===== src/rtl/alu_muldiv_if.sv =====
// Reservation-station <-> execution-unit link for alu_muldiv_unit.
// Master (RS side) drives the global ready, flush and dispatch fields.
// Slave (execution unit) drives busy and the result-bus broadcast.
//   rdy, rollback                  : global ready / mispredict flush
//   in_en, in_val1/2, in_imm, in_pc: dispatch valid and operands
//   in_opcode/funct3/funct7/muldiv : decoded op fields
//   in_rob_pos                     : destination ROB tag
//   busy                           : combinational back-pressure to RS
//   result, result_val/rob_pos/jump/pc : registered result-bus broadcast
interface alu_muldiv_if #(
   parameter int unsigned ROB_POS_W = 4
);
   logic                 rdy;
   logic                 rollback;
   logic                 in_en;
   logic [31:0]          in_val1;
   logic [31:0]          in_val2;
   logic [31:0]          in_imm;
   logic [31:0]          in_pc;
   logic [6:0]           in_opcode;
   logic [2:0]           in_funct3;
   logic                 in_funct7;
   logic                 in_muldiv;
   logic [ROB_POS_W-1:0] in_rob_pos;

   logic                 busy;
   logic                 result;
   logic [31:0]          result_val;
   logic [ROB_POS_W-1:0] result_rob_pos;
   logic                 result_jump;
   logic [31:0]          result_pc;

   modport master (
      output rdy, rollback, in_en, in_val1, in_val2, in_imm, in_pc,
             in_opcode, in_funct3, in_funct7, in_muldiv, in_rob_pos,
      input  busy, result, result_val, result_rob_pos, result_jump, result_pc
   );

   modport slave (
      input  rdy, rollback, in_en, in_val1, in_val2, in_imm, in_pc,
             in_opcode, in_funct3, in_funct7, in_muldiv, in_rob_pos,
      output busy, result, result_val, result_rob_pos, result_jump, result_pc
   );
endinterface


===== src/rtl/alu_muldiv_unit.sv =====
// RV32I/RV32M execution unit. Single-cycle integer, branch and jump ops
// complete on the accept edge; MUL* take MUL_LAT cycles, DIV/REM* run a
// 32-step restoring divider plus a sign-correction edge.
// Ports:
//   clk  : clock, posedge
//   rst  : asynchronous active-high reset
//   bus  : alu_muldiv_if.slave (dispatch in, busy + result bus out)
module alu_muldiv_unit #(
   parameter int unsigned ROB_POS_W = 4,
   parameter int unsigned MUL_LAT   = 3
) (
   input logic         clk,
   input logic         rst,
   alu_muldiv_if.slave bus
);
   localparam int unsigned XLEN  = 32;
   localparam int unsigned CNT_W = 6;

   localparam logic [6:0] OPC_OP     = 7'b0110011;
   localparam logic [6:0] OPC_OPIMM  = 7'b0010011;
   localparam logic [6:0] OPC_LUI    = 7'b0110111;
   localparam logic [6:0] OPC_AUIPC  = 7'b0010111;
   localparam logic [6:0] OPC_JAL    = 7'b1101111;
   localparam logic [6:0] OPC_JALR   = 7'b1100111;
   localparam logic [6:0] OPC_BRANCH = 7'b1100011;

   localparam logic [CNT_W-1:0] MUL_INIT  = CNT_W'(MUL_LAT - 1);
   localparam logic [CNT_W-1:0] DIV_STEPS = CNT_W'(XLEN);

   typedef enum logic [1:0] {S_IDLE, S_MUL, S_DIV} state_e;

   state_e               state_q, state_d;
   logic [CNT_W-1:0]     cnt_q, cnt_d;
   logic [XLEN-1:0]      op_a_q, op_a_d;     // MUL: rs1; DIV: original dividend
   logic [XLEN-1:0]      op_b_q, op_b_d;     // MUL: rs2; DIV: divisor magnitude
   logic [1:0]           f3_q, f3_d;
   logic [ROB_POS_W-1:0] rob_q, rob_d;
   logic [XLEN-1:0]      pc4_q, pc4_d;
   logic [XLEN-1:0]      rem_q, rem_d;
   logic [XLEN-1:0]      quo_q, quo_d;
   logic                 neg_quo_q, neg_quo_d;
   logic                 neg_rem_q, neg_rem_d;

   logic                 res_q, res_d;
   logic [XLEN-1:0]      res_val_q, res_val_d;
   logic [ROB_POS_W-1:0] res_rob_q, res_rob_d;
   logic                 res_jump_q, res_jump_d;
   logic [XLEN-1:0]      res_pc_q, res_pc_d;

   logic                 is_op;
   logic                 is_muldiv_c;
   logic [XLEN-1:0]      alu_b, pc4, alu_val, alu_pc;
   logic [4:0]           shamt;
   logic                 alu_jump, br_taken;

   logic                 mul_sa, mul_sb;
   logic [2*XLEN-1:0]    mul_prod;
   logic [XLEN-1:0]      mul_res;

   logic [XLEN:0]        div_sh;
   logic                 div_ge;
   logic [XLEN-1:0]      div_quo_fin, div_rem_fin;

   assign is_op       = (bus.in_opcode == OPC_OP);
   assign is_muldiv_c = bus.in_en & bus.in_muldiv & is_op;
   assign bus.busy    = (state_q != S_IDLE) | is_muldiv_c;

   assign bus.result         = res_q;
   assign bus.result_val     = res_val_q;
   assign bus.result_rob_pos = res_rob_q;
   assign bus.result_jump    = res_jump_q;
   assign bus.result_pc      = res_pc_q;

   // Single-cycle integer / control datapath
   always_comb begin
      alu_b    = is_op ? bus.in_val2 : bus.in_imm;
      shamt    = alu_b[4:0];
      pc4      = bus.in_pc + 32'd4;
      alu_val  = '0;
      alu_jump = 1'b0;
      alu_pc   = pc4;
      br_taken = 1'b0;
      case (bus.in_opcode)
         OPC_OP, OPC_OPIMM: begin
            case (bus.in_funct3)
               3'b000: alu_val = (is_op && bus.in_funct7) ? bus.in_val1 - alu_b
                                                          : bus.in_val1 + alu_b;
               3'b001: alu_val = bus.in_val1 << shamt;
               3'b010: alu_val = {31'd0, $signed(bus.in_val1) < $signed(alu_b)};
               3'b011: alu_val = {31'd0, bus.in_val1 < alu_b};
               3'b100: alu_val = bus.in_val1 ^ alu_b;
               3'b101: alu_val = bus.in_funct7 ? 32'($signed(bus.in_val1) >>> shamt)
                                               : bus.in_val1 >> shamt;
               3'b110: alu_val = bus.in_val1 | alu_b;
               default: alu_val = bus.in_val1 & alu_b;
            endcase
         end
         OPC_LUI:   alu_val = bus.in_imm;
         OPC_AUIPC: alu_val = bus.in_pc + bus.in_imm;
         OPC_JAL: begin
            alu_val  = pc4;
            alu_jump = 1'b1;
            alu_pc   = bus.in_pc + bus.in_imm;
         end
         OPC_JALR: begin
            alu_val  = pc4;
            alu_jump = 1'b1;
            alu_pc   = (bus.in_val1 + bus.in_imm) & ~32'd1;
         end
         OPC_BRANCH: begin
            case (bus.in_funct3)
               3'b000:  br_taken = (bus.in_val1 == bus.in_val2);
               3'b001:  br_taken = (bus.in_val1 != bus.in_val2);
               3'b100:  br_taken = ($signed(bus.in_val1) <  $signed(bus.in_val2));
               3'b101:  br_taken = ($signed(bus.in_val1) >= $signed(bus.in_val2));
               3'b110:  br_taken = (bus.in_val1 <  bus.in_val2);
               3'b111:  br_taken = (bus.in_val1 >= bus.in_val2);
               default: br_taken = 1'b0;
            endcase
            alu_jump = br_taken;
            alu_pc   = br_taken ? bus.in_pc + bus.in_imm : pc4;
         end
         default: ;
      endcase
   end

   // Multiplier: sign-extend to 64 bits per funct3, keep low or high word
   always_comb begin
      mul_sa   = (f3_q != 2'b11);
      mul_sb   = (f3_q == 2'b01);
      mul_prod = {{XLEN{mul_sa & op_a_q[XLEN-1]}}, op_a_q} *
                 {{XLEN{mul_sb & op_b_q[XLEN-1]}}, op_b_q};
      mul_res  = (f3_q == 2'b00) ? mul_prod[XLEN-1:0] : mul_prod[2*XLEN-1:XLEN];
   end

   // Divider step and final sign correction; divide-by-zero overrides
   always_comb begin
      div_sh      = {rem_q, quo_q[XLEN-1]};
      div_ge      = (div_sh >= {1'b0, op_b_q});
      div_quo_fin = neg_quo_q ? (~quo_q + 32'd1) : quo_q;
      div_rem_fin = neg_rem_q ? (~rem_q + 32'd1) : rem_q;
      if (op_b_q == '0) begin
         div_quo_fin = '1;
         div_rem_fin = op_a_q;
      end
   end

   // Next-state and result-bus logic
   always_comb begin
      state_d    = state_q;
      cnt_d      = cnt_q;
      op_a_d     = op_a_q;
      op_b_d     = op_b_q;
      f3_d       = f3_q;
      rob_d      = rob_q;
      pc4_d      = pc4_q;
      rem_d      = rem_q;
      quo_d      = quo_q;
      neg_quo_d  = neg_quo_q;
      neg_rem_d  = neg_rem_q;
      res_d      = res_q;
      res_val_d  = res_val_q;
      res_rob_d  = res_rob_q;
      res_jump_d = res_jump_q;
      res_pc_d   = res_pc_q;

      if (bus.rollback) begin
         state_d = S_IDLE;
         res_d   = 1'b0;
      end else if (bus.rdy) begin
         res_d = 1'b0;
         case (state_q)
            S_IDLE: begin
               if (bus.in_en) begin
                  rob_d  = bus.in_rob_pos;
                  pc4_d  = pc4;
                  f3_d   = bus.in_funct3[1:0];
                  op_a_d = bus.in_val1;
                  op_b_d = bus.in_val2;
                  if (is_muldiv_c && !bus.in_funct3[2]) begin
                     state_d = S_MUL;
                     cnt_d   = MUL_INIT;
                  end else if (is_muldiv_c) begin
                     // funct3[0]=0 selects the signed DIV/REM forms
                     state_d   = S_DIV;
                     cnt_d     = DIV_STEPS;
                     rem_d     = '0;
                     quo_d     = (!bus.in_funct3[0] && bus.in_val1[XLEN-1])
                                 ? (~bus.in_val1 + 32'd1) : bus.in_val1;
                     op_b_d    = (!bus.in_funct3[0] && bus.in_val2[XLEN-1])
                                 ? (~bus.in_val2 + 32'd1) : bus.in_val2;
                     neg_quo_d = !bus.in_funct3[0] & (bus.in_val1[XLEN-1] ^ bus.in_val2[XLEN-1]);
                     neg_rem_d = !bus.in_funct3[0] & bus.in_val1[XLEN-1];
                  end else begin
                     res_d      = 1'b1;
                     res_val_d  = alu_val;
                     res_rob_d  = bus.in_rob_pos;
                     res_jump_d = alu_jump;
                     res_pc_d   = alu_pc;
                  end
               end
            end
            S_MUL: begin
               cnt_d = cnt_q - CNT_W'(1);
               if (cnt_q == CNT_W'(1)) begin
                  state_d    = S_IDLE;
                  res_d      = 1'b1;
                  res_val_d  = mul_res;
                  res_rob_d  = rob_q;
                  res_jump_d = 1'b0;
                  res_pc_d   = pc4_q;
               end
            end
            S_DIV: begin
               if (cnt_q == '0) begin
                  state_d    = S_IDLE;
                  res_d      = 1'b1;
                  res_val_d  = f3_q[1] ? div_rem_fin : div_quo_fin;
                  res_rob_d  = rob_q;
                  res_jump_d = 1'b0;
                  res_pc_d   = pc4_q;
               end else begin
                  cnt_d = cnt_q - CNT_W'(1);
                  quo_d = {quo_q[XLEN-2:0], div_ge};
                  rem_d = div_ge ? XLEN'(div_sh - {1'b0, op_b_q}) : div_sh[XLEN-1:0];
               end
            end
            default: state_d = S_IDLE;
         endcase
      end
   end

   // State and output registers
   always_ff @(posedge clk or posedge rst) begin
      if (rst) begin
         state_q    <= S_IDLE;
         cnt_q      <= '0;
         op_a_q     <= '0;
         op_b_q     <= '0;
         f3_q       <= '0;
         rob_q      <= '0;
         pc4_q      <= '0;
         rem_q      <= '0;
         quo_q      <= '0;
         neg_quo_q  <= 1'b0;
         neg_rem_q  <= 1'b0;
         res_q      <= 1'b0;
         res_val_q  <= '0;
         res_rob_q  <= '0;
         res_jump_q <= 1'b0;
         res_pc_q   <= '0;
      end else begin
         state_q    <= state_d;
         cnt_q      <= cnt_d;
         op_a_q     <= op_a_d;
         op_b_q     <= op_b_d;
         f3_q       <= f3_d;
         rob_q      <= rob_d;
         pc4_q      <= pc4_d;
         rem_q      <= rem_d;
         quo_q      <= quo_d;
         neg_quo_q  <= neg_quo_d;
         neg_rem_q  <= neg_rem_d;
         res_q      <= res_d;
         res_val_q  <= res_val_d;
         res_rob_q  <= res_rob_d;
         res_jump_q <= res_jump_d;
         res_pc_q   <= res_pc_d;
      end
   end
endmodule


===== src/flat_wrapper.sv =====
// flat-port wrapper written by rule: the top's interface ports become plain ports
module alu_muldiv_unit_flat 
#(
   parameter int unsigned ROB_POS_W = 4,
   parameter int unsigned MUL_LAT   = 3
)
  (clk, rst, bus_rdy, bus_rollback, bus_in_en, bus_in_val1, bus_in_val2, bus_in_imm, bus_in_pc, bus_in_opcode, bus_in_funct3, bus_in_funct7, bus_in_muldiv, bus_in_rob_pos, bus_busy, bus_result, bus_result_val, bus_result_rob_pos, bus_result_jump, bus_result_pc);
  alu_muldiv_if #(.ROB_POS_W(ROB_POS_W)) bus_i ();
  input logic clk;
  input logic rst;
  input wire logic [$bits(bus_i.rdy)-1:0] bus_rdy;
  input wire logic [$bits(bus_i.rollback)-1:0] bus_rollback;
  input wire logic [$bits(bus_i.in_en)-1:0] bus_in_en;
  input wire logic [$bits(bus_i.in_val1)-1:0] bus_in_val1;
  input wire logic [$bits(bus_i.in_val2)-1:0] bus_in_val2;
  input wire logic [$bits(bus_i.in_imm)-1:0] bus_in_imm;
  input wire logic [$bits(bus_i.in_pc)-1:0] bus_in_pc;
  input wire logic [$bits(bus_i.in_opcode)-1:0] bus_in_opcode;
  input wire logic [$bits(bus_i.in_funct3)-1:0] bus_in_funct3;
  input wire logic [$bits(bus_i.in_funct7)-1:0] bus_in_funct7;
  input wire logic [$bits(bus_i.in_muldiv)-1:0] bus_in_muldiv;
  input wire logic [$bits(bus_i.in_rob_pos)-1:0] bus_in_rob_pos;
  output wire logic [$bits(bus_i.busy)-1:0] bus_busy;
  output wire logic [$bits(bus_i.result)-1:0] bus_result;
  output wire logic [$bits(bus_i.result_val)-1:0] bus_result_val;
  output wire logic [$bits(bus_i.result_rob_pos)-1:0] bus_result_rob_pos;
  output wire logic [$bits(bus_i.result_jump)-1:0] bus_result_jump;
  output wire logic [$bits(bus_i.result_pc)-1:0] bus_result_pc;
  assign bus_i.rdy = bus_rdy;
  assign bus_i.rollback = bus_rollback;
  assign bus_i.in_en = bus_in_en;
  assign bus_i.in_val1 = bus_in_val1;
  assign bus_i.in_val2 = bus_in_val2;
  assign bus_i.in_imm = bus_in_imm;
  assign bus_i.in_pc = bus_in_pc;
  assign bus_i.in_opcode = bus_in_opcode;
  assign bus_i.in_funct3 = bus_in_funct3;
  assign bus_i.in_funct7 = bus_in_funct7;
  assign bus_i.in_muldiv = bus_in_muldiv;
  assign bus_i.in_rob_pos = bus_in_rob_pos;
  assign bus_busy = bus_i.busy;
  assign bus_result = bus_i.result;
  assign bus_result_val = bus_i.result_val;
  assign bus_result_rob_pos = bus_i.result_rob_pos;
  assign bus_result_jump = bus_i.result_jump;
  assign bus_result_pc = bus_i.result_pc;
  alu_muldiv_unit #(.ROB_POS_W(ROB_POS_W), .MUL_LAT(MUL_LAT)) u_core (.clk(clk), .rst(rst), .bus(bus_i));
endmodule

===== config.mk =====
export PLATFORM = sky130hd
export DESIGN_NAME = alu_muldiv_unit_flat
export DESIGN_NICKNAME = d
export VERILOG_FILES = /design/src/rtl/alu_muldiv_if.sv /design/src/rtl/alu_muldiv_unit.sv /design/src/flat_wrapper.sv
export SDC_FILE = /design/constraint.sdc
export NUM_CORES = 2
export LEC_CHECK = 0
export CAP_MARGIN = 20
export CELL_PAD_IN_SITES_DETAIL_PLACEMENT = 0
export CELL_PAD_IN_SITES_GLOBAL_PLACEMENT = 1
export CORE_MARGIN = 2
export CORE_UTILIZATION = 50
export DETAILED_ROUTE_END_ITERATION = 8
export PLACE_DENSITY_LB_ADDON = 0.12
export REMOVE_ABC_BUFFERS = 1
export SYNTH_ARGS = -nofsm -noshare
export SYNTH_HDL_FRONTEND = slang
export SYNTH_SLANG_ARGS = --single-unit

===== constraint.sdc =====
create_clock -name clk -period 12.3 [get_ports clk]
set_clock_uncertainty 0.2 [all_clocks]
set_input_delay 1.23 -clock clk [delete_from_list [all_inputs] [get_ports clk]]
set_output_delay 1.23 -clock clk [all_outputs]
set_load 0.02 [all_outputs]

# --- After elaboration in Yosys (flattened, before gate mapping) ---
# Index checks and enable logic that the tools add are counted.
# Widths: inputs -> output; s select.
word_totals:
  wordCells: 187
  reg_bits: 246
classes:
  mux: 76
  n_lt_le_gt_ge: 7
  mul: 1
  add_sub_neg: 11
  shift: 3
  n_eq_ne: 33
  n_reduce_logical: 23
  bitwise: 17
op_table:
  columns: ["operator", "count"]
  rows:
  - ["$mux 32", 33]
  - ["$pmux 32 s3", 3]
  - ["$pmux 32 s7", 1]
  - ["$add 32x1->32 const B", 4]
  - ["$lt 32x32->1", 4]
  - ["$not 32->32", 4]
  - ["$pmux 32 s2", 2]
  - ["$pmux 32 s4", 1]
  - ["$add 32x32->32", 3]
  - ["$ge 32x32->1", 2]
  - ["$mul 33x33->64", 1]
  - ["$sub 32x32->32", 2]
  - ["$ge 33x32->1", 1]
  - ["$add 32x3->32 const B", 1]
  - ["$and 32x32->32", 1]
  - ["$eq 32x32->1", 1]
  - ["$logic_not 32->1", 1]
  - ["$ne 32x32->1", 1]
  - ["$or 32x32->32", 1]
  - ["$shl 32x5->32", 1]
  - ["$shr 32x5->32", 1]
  - ["$sshr 32x5->32", 1]
  - ["$xor 32x32->32", 1]
  - ["$mux 6", 4]
  - ["42 further kinds", 96]

# --- Logic depth before layout (Yosys ltp) ---
depth:
  word_depth: 10
  mapped_depth: 32
  mapped_depth_nobuf: 30

# --- Worst setup path after synthesis ---
# OpenSTA, ideal clock, no wires.
synth_timing:
  path_type: "register to register"
  start: "reg u_core.f3_q[1]"
  end: "reg u_core.res_val_q[31], in the netlist u_core.bus.result_val[31]"
  synth_period_minus_slack_ps: 8552
  required_time_ps: 12018
  arrival_ps: 8270
  setup_time_ps: 82
  stages_incl_launch_ff: 33
  path_slack_ps: 3748
  path_cell_list: "dfrtp_1 > nand2_1 > clkbuf_1 > and2_1 > clkbuf_1 > nand2_1 > inv_1 > fa_1 > inv_1 > fa_1 > inv_1 > fa_1 > fa_1 > inv_1 > fa_1 > inv_1 > fa_1 > inv_1 > fa_1 > fa_1 > inv_1 > ha_1 > inv_1 > o21bai_1 > a21oi_1 > o21bai_1 > a21o_1 > a221oi_1 > o221ai_1 > a311oi_1 > xnor2_1 > nand2_1 > a31oi_1"
synth_via:
  elab_chain_len: 6
  elab_cells_between_ends: 11
synth_rtl:
  columns: ["item", "line_no", "source"]
  rows:
  - ["from (decl)", "alu_muldiv_unit.sv:36", "logic [1:0] f3_q, f3_d;"]
  - ["from (signal assigned)", "alu_muldiv_unit.sv:240", "f3_q <= '0;"]
  - ["from (signal assigned)", "alu_muldiv_unit.sv:257", "f3_q <= f3_d;"]
  - ["$ne 2x2->1 or $eq 2x1->1 (tied branches)", "alu_muldiv_unit.sv:129, alu_muldiv_unit.sv:130", null]
  - ["$and 1x1->1 (on tied branches)", "alu_muldiv_unit.sv:131, alu_muldiv_unit.sv:132", null]
  - ["$mul 33x33->64", "alu_muldiv_unit.sv:131", "mul_prod = {{XLEN{mul_sa & op_a_q[XLEN-1]}}, op_a_q} *"]
  - ["$mux 32", "alu_muldiv_unit.sv:133", "mul_res = (f3_q == 2'b00) ? mul_prod[XLEN-1:0] : mul_prod[2*XLEN-1:XLEN];"]
  - ["$mux 32", "alu_muldiv_unit.sv:205", "if (cnt_q == CNT_W'(1)) begin"]
  - ["$pmux 32 s3 *", "alu_muldiv_unit.sv:172", "case (state_q)"]
  - ["to (signal assigned)", "alu_muldiv_unit.sv:265", "res_val_q <= res_val_d;"]
  - ["to (decl)", "alu_muldiv_unit.sv:45", "logic [XLEN-1:0] res_val_q, res_val_d;"]
# Every way passes the cells marked *; elsewhere a longest branch is shown, timed or not. The select of a mux whose other input is x is not followed.
# A chain may end at the register's enable or synchronous reset.

# --- Final worst setup path ---
layout_timing:
  start: "reg u_core.f3_q[0]"
  end: "reg u_core.res_val_q[7], in the netlist u_core.bus.result_val[7]"
layout_via:
  elab_chain_len: 6
  elab_cells_between_ends: 9
layout_rtl:
  columns: ["item", "line_no"]
  rows:
  - ["$ne 2x2->1 or $eq 2x1->1 (tied branches)", "alu_muldiv_unit.sv:129, alu_muldiv_unit.sv:130"]
  - ["$and 1x1->1 (on tied branches)", "alu_muldiv_unit.sv:131, alu_muldiv_unit.sv:132"]
  - ["$mul 33x33->64", "alu_muldiv_unit.sv:131"]
  - ["$mux 32 *", "alu_muldiv_unit.sv:133"]
  - ["$mux 32 *", "alu_muldiv_unit.sv:205"]
  - ["$pmux 32 s3 *", "alu_muldiv_unit.sv:172"]
# Marks and branches as above.

==> flow_summary.yaml <==
status:
  status: "completed"
finish:
  final_nets: 10200
  utilization: 0.539
  area_growth_syn_to_layout_pct: 7.37
  multi_input_area_um2: 56000
  n_fill_cell: 13300
  layout-drive-gt1-share: 0.0505
  regArea_um2: 6160
  most-common-layout-cells: "inv_1 (1405), nand2_1 (1337), fa_1 (1130)"
  final_common_cell: "inv_1"
timing:
  slew_viol_final: 0
  fin_crit_sh: 0.818
  finalHoldViolCount: 0
  finalCriticalPeriod_ps: 10060
  finalSetupTns_ps: 0
  max_slew_margin: 0.0367
  timing.hold.ws_ps: 279
  fmax_mhz: 99.4
  rsz0062_at_grt: "false"
  tightestPinTransition_ps: 1410
  setup_viol: 0
floorplan:
  rows: 137
  start_util: 0.502
  dieArea_um2: 142000
  core_um2: 139000
  die_h_um: 377
  die_w_um: 377
  io_pins: 220
routing:
  drt_pass1_iterations: 6
  postRouteAntennaNets: 0
  routed_wirelength_mm: 308
  wire_per_inst_um: 29.6
  via_per_inst: 6.25
  route.detailed.drc: 0
  drt_iter0_markers: 6876
  num_vias: 65000
clocking:
  cts-root-buf: "clkbuf_16"
  clkTransAtPathRegs_ps: 60
  cts_tree: "done"
  cts_resized: 0
  clock_sinks: 246
  htreeDepth: 2
  cts_hold_buf: 0
  cts_setup_buffers: 0
  cts_buffer_depth: 3
  numCtsBuffers: 36
  insertion_delay_ps: 660
grt:
  grt_usage: 0.435
  grt_pass1_vias: 66400
  antenna_found_initial: 39
  grt_pass1_wl_mm: 453
  grt_start_max_net_pins: 89
  grt_overflow_total: 0
synthesis:
  async_flop_share: 1.00
  yosys_warnings: 0
  ys_types: 111
  yosys_register_bits: 246
  syn_inst: 8601
  yosysSeqAreaShare: 0.0883
  synth_ff_type: "dfrtp_1"
  synth_area_um2: 69700
  synth_edf_count: 0
  syn_area_per_cell_um2: 8.11
critical_path:
  r2r-end: "u_core.bus.result_val[7]"
  worstSetupStartpointType: "flop"
  path_buf_inv: 3
  crit_required_ps: 12670
  r2r.worst_path.cells: 25
  cp.arrival_ps: 10430
  path_max_fanout: 20
  crit_top_cell: "fa_1"
  cp-end-kind: "flop"
  path_class: "flop to flop"
  crit_slowest_cell: "a211oi_1"
  slowest_delay_ps: 950
  r2r_start: "u_core.f3_q[0]"
  critical_path.top_delay_family: "adder cells"
  ff2ff_setup_slack_ps: 2240
worst_hold_path:
  hold_start: "u_core.pc4_q[27]"
  min_path_cells: 2
  hold_class: "flop to flop"
  hold_end: "u_core.pc4_q[27]"
placement:
  numPortBuffers: 219
  place.gp.congestion: 1.05
  dp_hpwl_mm: 245
run:
  cap_violations: 0
==> Yosys cell counts, types with 36 or more instances <==
library cell	number	area (um2)
a211oi_1	61	458
a21o_1	87	653
a21oi_1	435	2180
a221oi_1	47	412
a22oi_1	40	300
a311oi_1	48	420
a31oi_1	80	500
and2_1	304	1900
and3_1	44	275
buf_2	42	210
clkbuf_1	481	1810
dfrtp_1	246	6160
fa_1	1130	22600
ha_1	449	5620
inv_1	1406	5280
mux2i_1	107	1070
nand2_1	1337	5020
nand2b_1	80	500
nand3_1	121	606
nand4_1	43	269
nor2_1	348	1310
nor3_1	94	470
nor4_1	39	244
o211ai_1	60	450
o21ai_0	437	2190
o21ai_1	48	240
o21bai_1	36	270
o31ai_1	49	368
xnor2_1	204	1790
xor2_1	106	928
==> flip-flops by register name (all words and copies together) (netlist names) <==
name,count
u_core.cnt_q,6
u_core.bus.result,1
u_core.neg_quo_q,1
u_core.op_b_q,32
u_core.quo_q,32
u_core.state_q,2
u_core.f3_q,2
u_core.pc4_q,32
u_core.bus.result_pc,32
u_core.rem_q,32
u_core.bus.result_rob_pos,4
u_core.op_a_q,32
u_core.neg_rem_q,1
u_core.bus.result_jump,1
u_core.bus.result_val,32
u_core.rob_q,4
==> per-stage QoR <==
| step | std cells | worst slack [ps] | cell area [um2] |
|---|---|---|---|
| 5_1_grt | 10400 | 1740 | 74800 |
| 2_1_floorplan | 8032 | 3080 | 67400 |
| 3_3_place_gp | 10300 | 2520 | 73600 |
| 3_5_place_dp | 10300 | 2320 | 73600 |
| 4_1_cts | 10400 | 2280 | 74800 |
| 6_report | 10400 | 2240 | 74900 |
==> metal layers <==
layer | GRT usage | up-vias | part of all wire
li1 | - | 27700 | -
met1 | 0.541 | 32800 | 0.38
met3 | 0.104 | 996 | 0.099
met2 | 0.676 | 3549 | 0.44
met4 | 0.286 | 36 | 0.080
met5 | 0 | - | 0.00084
==> worst reg2reg max path: stages, from the launching register on <==
cell and delay [ps]:
dfrtp_1 440, nand2_1 610, and2_1 620, nand2_1 200
fa_1 500, fa_1 540, inv_1 50, fa_1 460
fa_1 540, inv_1 60, fa_1 480, fa_1 530
fa_1 510, inv_1 50, fa_1 430, ha_1 530
and3_1 270, nand2_1 60, a211oi_1 950, o21ai_0 310
o21bai_1 290, a31oi_1 130, xor2_1 190, o21ai_0 800
a21oi_1 140, o21ai_1 160
==> worst max path at each step <==
stage | start | end | slack (ps) | cells past startpoint
finish | u_core.f3_q[0] | u_core.bus.result_val[7] | 2240 | 25
detailed placement | u_core.f3_q[0] | u_core.bus.result_val[31] | 2320 | 30
floorplan | u_core.f3_q[1] | u_core.bus.result_val[31] | 3080 | 30
global placement | u_core.f3_q[0] | u_core.bus.result_val[29] | 2520 | 27
global route | u_core.f3_q[0] | u_core.bus.result_val[31] | 1740 | 30
CTS | u_core.f3_q[0] | u_core.bus.result_val[31] | 2280 | 30
==> cells by family after synthesis <==
| logic type | Yosys count | synth area share |
|---|---|---|
| AO/OA/AOI/OAI | 1758 | 0.163 |
| XOR/XNOR | 310 | 0.0389 |
| adder cells (fa/ha/maj) | 1579 | 0.405 |
| buffers and inverters | 1988 | 0.110 |
| flip-flops | 246 | 0.0883 |
| multiplexers | 156 | 0.0268 |
| AND/OR/NAND/NOR | 2564 | 0.169 |
==> layout make-up <==
type,count,area share
Tap cell,1876,0.0314
Timing Repair Buffer,428,0.0502
Inverter,1419,0.0713
Multi-Input combinational cell,6367,0.748
Clock buffer,45,0.0134
Clock inverter,17,0.00326
Sequential cell,246,0.0823
Antenna cell,14,0.000468
Power is not shown: default switching activity piles up to over one toggle a cycle in this logic, so the estimate is an artifact.
